### src/rtl/spi_config_reg.sv
// Serial configuration register: shifts in a fixed-length frame MSB-first over SPI mode 0,
// commits it atomically to a shadow register, and shifts the prior configuration out on spi_sdo.
module spi_config_reg #(
    parameter int N_BITS = 1280,
    parameter int CNT_W  = 11
) (
    input  logic              spi_sclk,
    input  logic              reset_b,
    input  logic              spi_cs_b,
    input  logic              spi_sdi,
    output logic              spi_sdo,
    output logic [N_BITS-1:0] cfg_out,
    output logic              cfg_valid,
    output logic              frame_err
);

    localparam logic [CNT_W-1:0] CNT_ZERO = '0;
    localparam logic [CNT_W-1:0] CNT_ONE  = CNT_W'(1);
    localparam logic [CNT_W-1:0] CNT_LAST = CNT_W'(N_BITS - 1);
    localparam logic [CNT_W-1:0] CNT_FULL = CNT_W'(N_BITS);

    logic [N_BITS-1:0] shift_q, shift_d;
    logic [N_BITS-1:0] cfg_q, cfg_d;
    logic [CNT_W-1:0]  cnt_q, cnt_d;
    logic              valid_q, valid_d;
    logic              err_q, err_d;
    logic [N_BITS-1:0] shifted;

    assign shifted = {shift_q[N_BITS-2:0], spi_sdi};

    always_comb begin
        // NOTE: every _d defaults to its _q first, so no branch can leave a signal unassigned and infer a latch.
        shift_d = shift_q;
        cfg_d   = cfg_q;
        cnt_d   = cnt_q;
        valid_d = valid_q;
        err_d   = err_q;
        if (spi_cs_b) begin
            cnt_d   = CNT_ZERO;
            shift_d = cfg_q;
            if (cnt_q != CNT_ZERO && cnt_q < CNT_FULL) begin
                err_d = 1'b1;
            end
        end else if (cnt_q < CNT_LAST) begin
            shift_d = shifted;
            cnt_d   = cnt_q + CNT_ONE;
        end else if (cnt_q == CNT_LAST) begin
            shift_d = shifted;
            cfg_d   = shifted;
            valid_d = 1'b1;
            err_d   = 1'b0;
            cnt_d   = CNT_FULL;
        end else begin
            // Extra bits past a full frame: counter saturates, data holds.
            err_d = 1'b1;
        end
    end

    // NOTE: the wide shift and shadow registers are reset as well, because outputs must read 0 during reset.
    always_ff @(posedge spi_sclk or negedge reset_b) begin
        if (!reset_b) begin
            shift_q <= '0;
            cfg_q   <= '0;
            cnt_q   <= CNT_ZERO;
            valid_q <= 1'b0;
            err_q   <= 1'b0;
        end else begin
            // NOTE: non-blocking assignments here so all flops update from pre-edge values.
            shift_q <= shift_d;
            cfg_q   <= cfg_d;
            cnt_q   <= cnt_d;
            valid_q <= valid_d;
            err_q   <= err_d;
        end
    end

    assign spi_sdo   = ~spi_cs_b & shift_q[N_BITS-1];
    assign cfg_out   = cfg_q;
    assign cfg_valid = valid_q;
    assign frame_err = err_q;

endmodule

### config.mk
export PLATFORM = sky130hd
export DESIGN_NAME = spi_config_reg
export DESIGN_NICKNAME = d
export VERILOG_FILES = /design/src/rtl/spi_config_reg.sv
export SDC_FILE = /design/constraint.sdc
export NUM_CORES = 2
export LEC_CHECK = 0
export ABC_AREA = 1
export BUFFER_PORTS_ARGS = -buffer_cell sky130_fd_sc_hd__buf_2
export CAP_MARGIN = 10
export CORE_UTILIZATION = 30
export DETAILED_ROUTE_END_ITERATION = 10
export HOLD_SLACK_MARGIN = 0.02
export PLACE_DENSITY = 0.45
export SETUP_SLACK_MARGIN = 0.4
export SKIP_LAST_GASP = 1
export SYNTH_ARGS = -nofsm -noshare
export SYNTH_HDL_FRONTEND = slang
export SYNTH_SLANG_ARGS = --single-unit
### constraint.sdc
create_clock -name spi_sclk -period 4.9 [get_ports spi_sclk]
set_input_delay 0.98 -clock spi_sclk [delete_from_list [all_inputs] [get_ports spi_sclk]]
set_output_delay 0.98 -clock spi_sclk [all_outputs]
set_load 0.05 [all_outputs]
# ---- Word-level counts from Yosys, hierarchy flattened
# Cells that the tools add are included.
dict set report totals {
  elab_cells 29
  in_bits 4
  register_bits 2573
  out_inout_bits 1283
}
dict set report op_classes {
  n_lt_le_gt_ge 2
  n_reduce_logical 5
  mux 10
  addsub 1
  eq_ne 3
  bitwise_logic 3
}
# cell n
set ops {}
lappend ops {{$mux 1280} 3}
lappend ops {{$mux 11} 3}
lappend ops {{$lt 11x11->1 const B} 2}
lappend ops {{$add 11x1->11 const B} 1}
lappend ops {{$eq 11x11->1 const B} 1}
lappend ops {{$reduce_bool 11->1} 1}
lappend ops {{$mux 1} 4}
lappend ops {{$reduce_and 3->1} 1}
lappend ops {{$reduce_bool 3->1} 1}
lappend ops {{$ne 2x1->1 const B} 1}
lappend ops {{$ne 2x2->1 const B} 1}
lappend ops {{$not 1->1} 2}
lappend ops {{$reduce_and 2->1} 1}
lappend ops {{$and 1x1->1} 1}
lappend ops {{$logic_and 1x1->1} 1}

# ---- Depth between registers and ports, before layout
dict set report depth {
  word_depth 4
  mapped_depth 12
  mapped_depth_nobuf 9
}

# ---- Least setup slack after synthesis
# Ideal clock, no wire load.
dict set report synth_timing {
  path_type {input-to-output}
  startpoint {input port spi_cs_b}
  endpoint {output port spi_sdo}
  arrival_ns 2.424
  stages 6
  path_buffers 5
  setup_slack_ns 1.496
  t_required_ns 3.920
  path_cell_list {buf_2 -> buf_2 -> buf_2 -> buf_4 -> clkbuf_1 -> nor2_1}
}
dict set report synth_between {
  elab_chain_cells 2
}
# element line
set synth_rtl {}
lappend synth_rtl {{from (decl)} 9} ;# input logic spi_cs_b,
lappend synth_rtl {{$not 1->1 (no source line)} n/a}
lappend synth_rtl {{$and 1x1->1} 77} ;# assign spi_sdo = ~spi_cs_b & shift_q[N_BITS-1];
lappend synth_rtl {{to (decl)} 11} ;# output logic spi_sdo,
# No other way between the ends.

# ---- Final worst setup path
dict set report layout_timing {
  startpoint {register cnt_q[0]}
  endpoint {register shift_q[110]}
}
dict set report layout_between {
  elab_chain_cells 3
  word_cells_on_any_way 5
  classes_between {1 x order compare; 1 x eq/ne; 2 x mux; 1 x reduce/logical}
}
# element line
set layout_rtl {}
lappend layout_rtl {{from (decl)} 24} ;# logic [CNT_W-1:0] cnt_q, cnt_d;
lappend layout_rtl {{from (signal assigned)} 71} ;# cnt_q <= cnt_d;
lappend layout_rtl {{$lt 11x11->1} 44} ;# end else if (cnt_q < CNT_LAST) begin
lappend layout_rtl {{$mux 1280} 44}
lappend layout_rtl {{$mux 1280} 38} ;# if (spi_cs_b) begin
lappend layout_rtl {{to (signal assigned)} 69} ;# shift_q <= shift_d;
lappend layout_rtl {{to (decl)} 22} ;# logic [N_BITS-1:0] shift_q, shift_d;
# Parallel ways exist; a longest one is shown, timed or not.
# A chain may end at the register's enable or synchronous reset.

==> results_dict.tcl <==
set metrics [dict create \
    postCtsHoldBufs 0 \
    fin_hold_ws_ns 0.0817 \
    report.final.slew_viol_count 0 \
    cts.sinks 2573 \
    maxCapViolations 0 \
    final_nets 14711 \
    vdd_drop_max_mv 0.220 \
    seq_area_um2 64400 \
    ant_nets 0 \
    worst_ep_arrival_time_ns 4.03 \
    first_pass_iters 7 \
    syn_nets 14054 \
    cp.required_ns 5.73 \
    fmax_ghz 0.313 \
    placed_area_um2 125000 \
    r2r-end "shift_q[110]$_DFFE_PN0P_" \
    ctsHtreeMaxLevel 5 \
    crit_slowest_cell "buf_12" \
    yosys_register_bits 2573 \
    die_w_um 620 \
    cp_cell_sequence "ha_1 > nand3_1 > nor2_1 > nand2_4 > buf_4 > buf_12 > nand4_1 > nand2_1" \
    timing.final.ws_setup_ns 1.71 \
    place_hpwl_um 249000 \
    track_usage 0.201 \
    yosys-top-cells-area "dfrtp_1 56%, nand2_1 17%, o21ai_0 11%" \
    overflow 0 \
    clkTransAtPathRegs_ns 0.06 \
    clock_skew_ns 0.0443 \
    reg2regPathDepth 8 \
    drive_gt1_frac 0.132 \
    wire_per_inst_um 19.9 \
    syn_avg_cell_area_um2 8.15 \
    outcome "finished, final reports clean" \
    cts_resized 0 \
    postCtsSetupRepairBufs 0 \
    relSlewSlack 0.171 \
    powerDensity_nw_per_um2 340 \
    cts_made_buffers 317 \
    die-height_um 620 \
    min_period_ns 3.19 \
    coreArea_um2 379000 \
    tightestPinTransition_ns 1.24 \
    setup_viol 0 \
    synth_top_cell_area_share 0.562 \
    drtIter0Drc 6937 \
    synthCells 14048 \
    yosysWarnings 0 \
    io_buffer_count 1286 \
    stdcell_area_um2 135000 \
    cp-start-kind "flop" \
    gp_congestion 0.793 \
    reg2reg_slack_ns 1.71 \
    crit-reg2reg-launch "cnt_q[0]$_DFFE_PN0P_" \
    critPathKind "reg -> reg" \
    ys_seq_area_frac 0.562 \
    grt_first_pass_wirelength_um 603000 \
    grt_pass1_vias 90781 \
    synth_area_um2 114000 \
    cts_max_path_buffers 4 \
    critPathMaxFanout 172 \
    synth_top_area_cell "dfrtp_1" \
    rows 226 \
    post-place-ws_ns 1.54 \
    area_delta_synth_final_pct 18.2 \
    dieArea_um2 384000 \
    grt_max_degree 227 \
    routed_via_density 4.81 \
    fillers 39813 \
    max_stage_delay_ns 0.56 \
    hold_class "in -> async" \
    io_pins 1287 \
    finalSetupTns_ns 0 \
    multi_input_area_um2 40500 \
    worst_setup_path_end_kind "flop" \
    rsz0062_at_grt "false" \
    vias 95975 \
    ys_types 19 \
    cellLeakagePower_nw 65.7 \
    clock_latency_ns 0.92 \
    start_util 0.302 \
    cts_tree "done" \
    antenna_found_initial 1 \
    totalWireLength_um 397000 \
    drc 0 \
    final_hold_viol_count 0 \
    ctsRootBufferMaster "clkbuf_16" \
    period_share 0.652 \
]
-- layout by cell type, fill, tap and decap left out, types with 15 or more instances in the layout --
master     instances
clkbuf_1          77
clkinv_2          50
dfrtp_1         2573
buf_2           1284
buf_4            104
nand4_1         1288
nand2_1         5148
clkbuf_8          78
o21ai_0         2569
buf_12            89
inv_1           1295
nor2_1            15
clkbuf_16        322
-- critical path: cells and delay by family, from the launching register on --
| family | cells | cell delay (ns) |
|---|---|---|
| fa+ha+maj | 1 | 0.24 |
| simple gates | 5 | 0.96 |
| buf+inv | 2 | 1.10 |
| flops | 1 | 0.42 |
-- state kept, by name, summed over array words and instances (netlist names) --
| signal | flops |
|---|---|
| frame_err | 1 |
| cfg_valid | 1 |
| cnt_q | 11 |
| cfg_out | 1280 |
| shift_q | 1280 |
-- kinds of logic (layout without fill, tap and decap cells) --
family                   after synthesis  after routing  synth area share
adder cells (fa/ha/maj)                2              2          0.000219
AND/OR/NAND/NOR                     6463           6463             0.240
XOR/XNOR                               5              5          0.000383
buffers and inverters               2435           3335            0.0844
flip-flops                          2573           2573             0.562
AO/OA/AOI/OAI                       2570           2570             0.112
other                                  0              3                 0
-- power by group --
group | internal, mW | total [mW] | switching (mW)
Combinational | 0.120 | 1.10 | 0.975
Clock | 13.8 | 23.6 | 9.78
Sequential | 21.3 | 21.3 | 0.00291
-- per-stage QoR --
| step | instances | power [mW] | util |
|---|---|---|---|
| floorplan | 14048 | 22.1 | - |
| detailed placement | 19402 | 22.8 | 0.329 |
| global placement | 19402 | 22.8 | 0.329 |
| finish | 19967 | 46.0 | 0.357 |
| CTS | 19964 | 46.8 | 0.357 |
| global route | 19966 | 47.5 | 0.357 |
-- synth_stat cells, drive strengths merged --
cell type  instances
xnor2              1
dfrtp           2573
nand4           1288
nand3              7
nor2              17
nand2           5150
buf              329
inv             1296
clkbuf           810
o21ai           2569
ha                 2
xor2               4
nor3               1
a21oi              1
-- worst max path at each step --
stage                               startpoint                         to  slack, ns  depth (start not counted)
final                     cnt_q[0]$_DFFE_PN0P_   shift_q[110]$_DFFE_PN0P_       1.71                          8
after floorplan                       spi_cs_b                    spi_sdo       1.50                          6
after global placement                spi_cs_b  cfg_out[1143]$_DFFE_PN0P_       1.60                          6
after global routing      cnt_q[0]$_DFFE_PN0P_   shift_q[149]$_DFFE_PN0P_       1.51                          8
after CTS                 cnt_q[9]$_DFFE_PN0P_   shift_q[843]$_DFFE_PN0P_       1.71                         10
after detailed placement              spi_cs_b  cfg_out[1145]$_DFFE_PN0P_       1.54                          6
-- per-layer routing --
| layer | global-route usage | part of all wire | routed length (um) |
|---|---|---|---|
| met5 | 0 | 0 | 0 |
| met4 | 0.0875 | 0.049 | 19400 |
| met3 | 0.0535 | 0.071 | 28100 |
| met2 | 0.312 | 0.45 | 179000 |
| met1 | 0.261 | 0.43 | 170000 |
-- cell type report --
class,instances,area share
diodes,3,0.0000555
clock buffers,477,0.0696
clock inverters,85,0.00657
inverters,1296,0.0360
multi-input cells,9040,0.299
flip-flops and latches,2573,0.476
well taps,5016,0.0464
repair buffers,1477,0.0664
(Power assumes the default switching activity.)
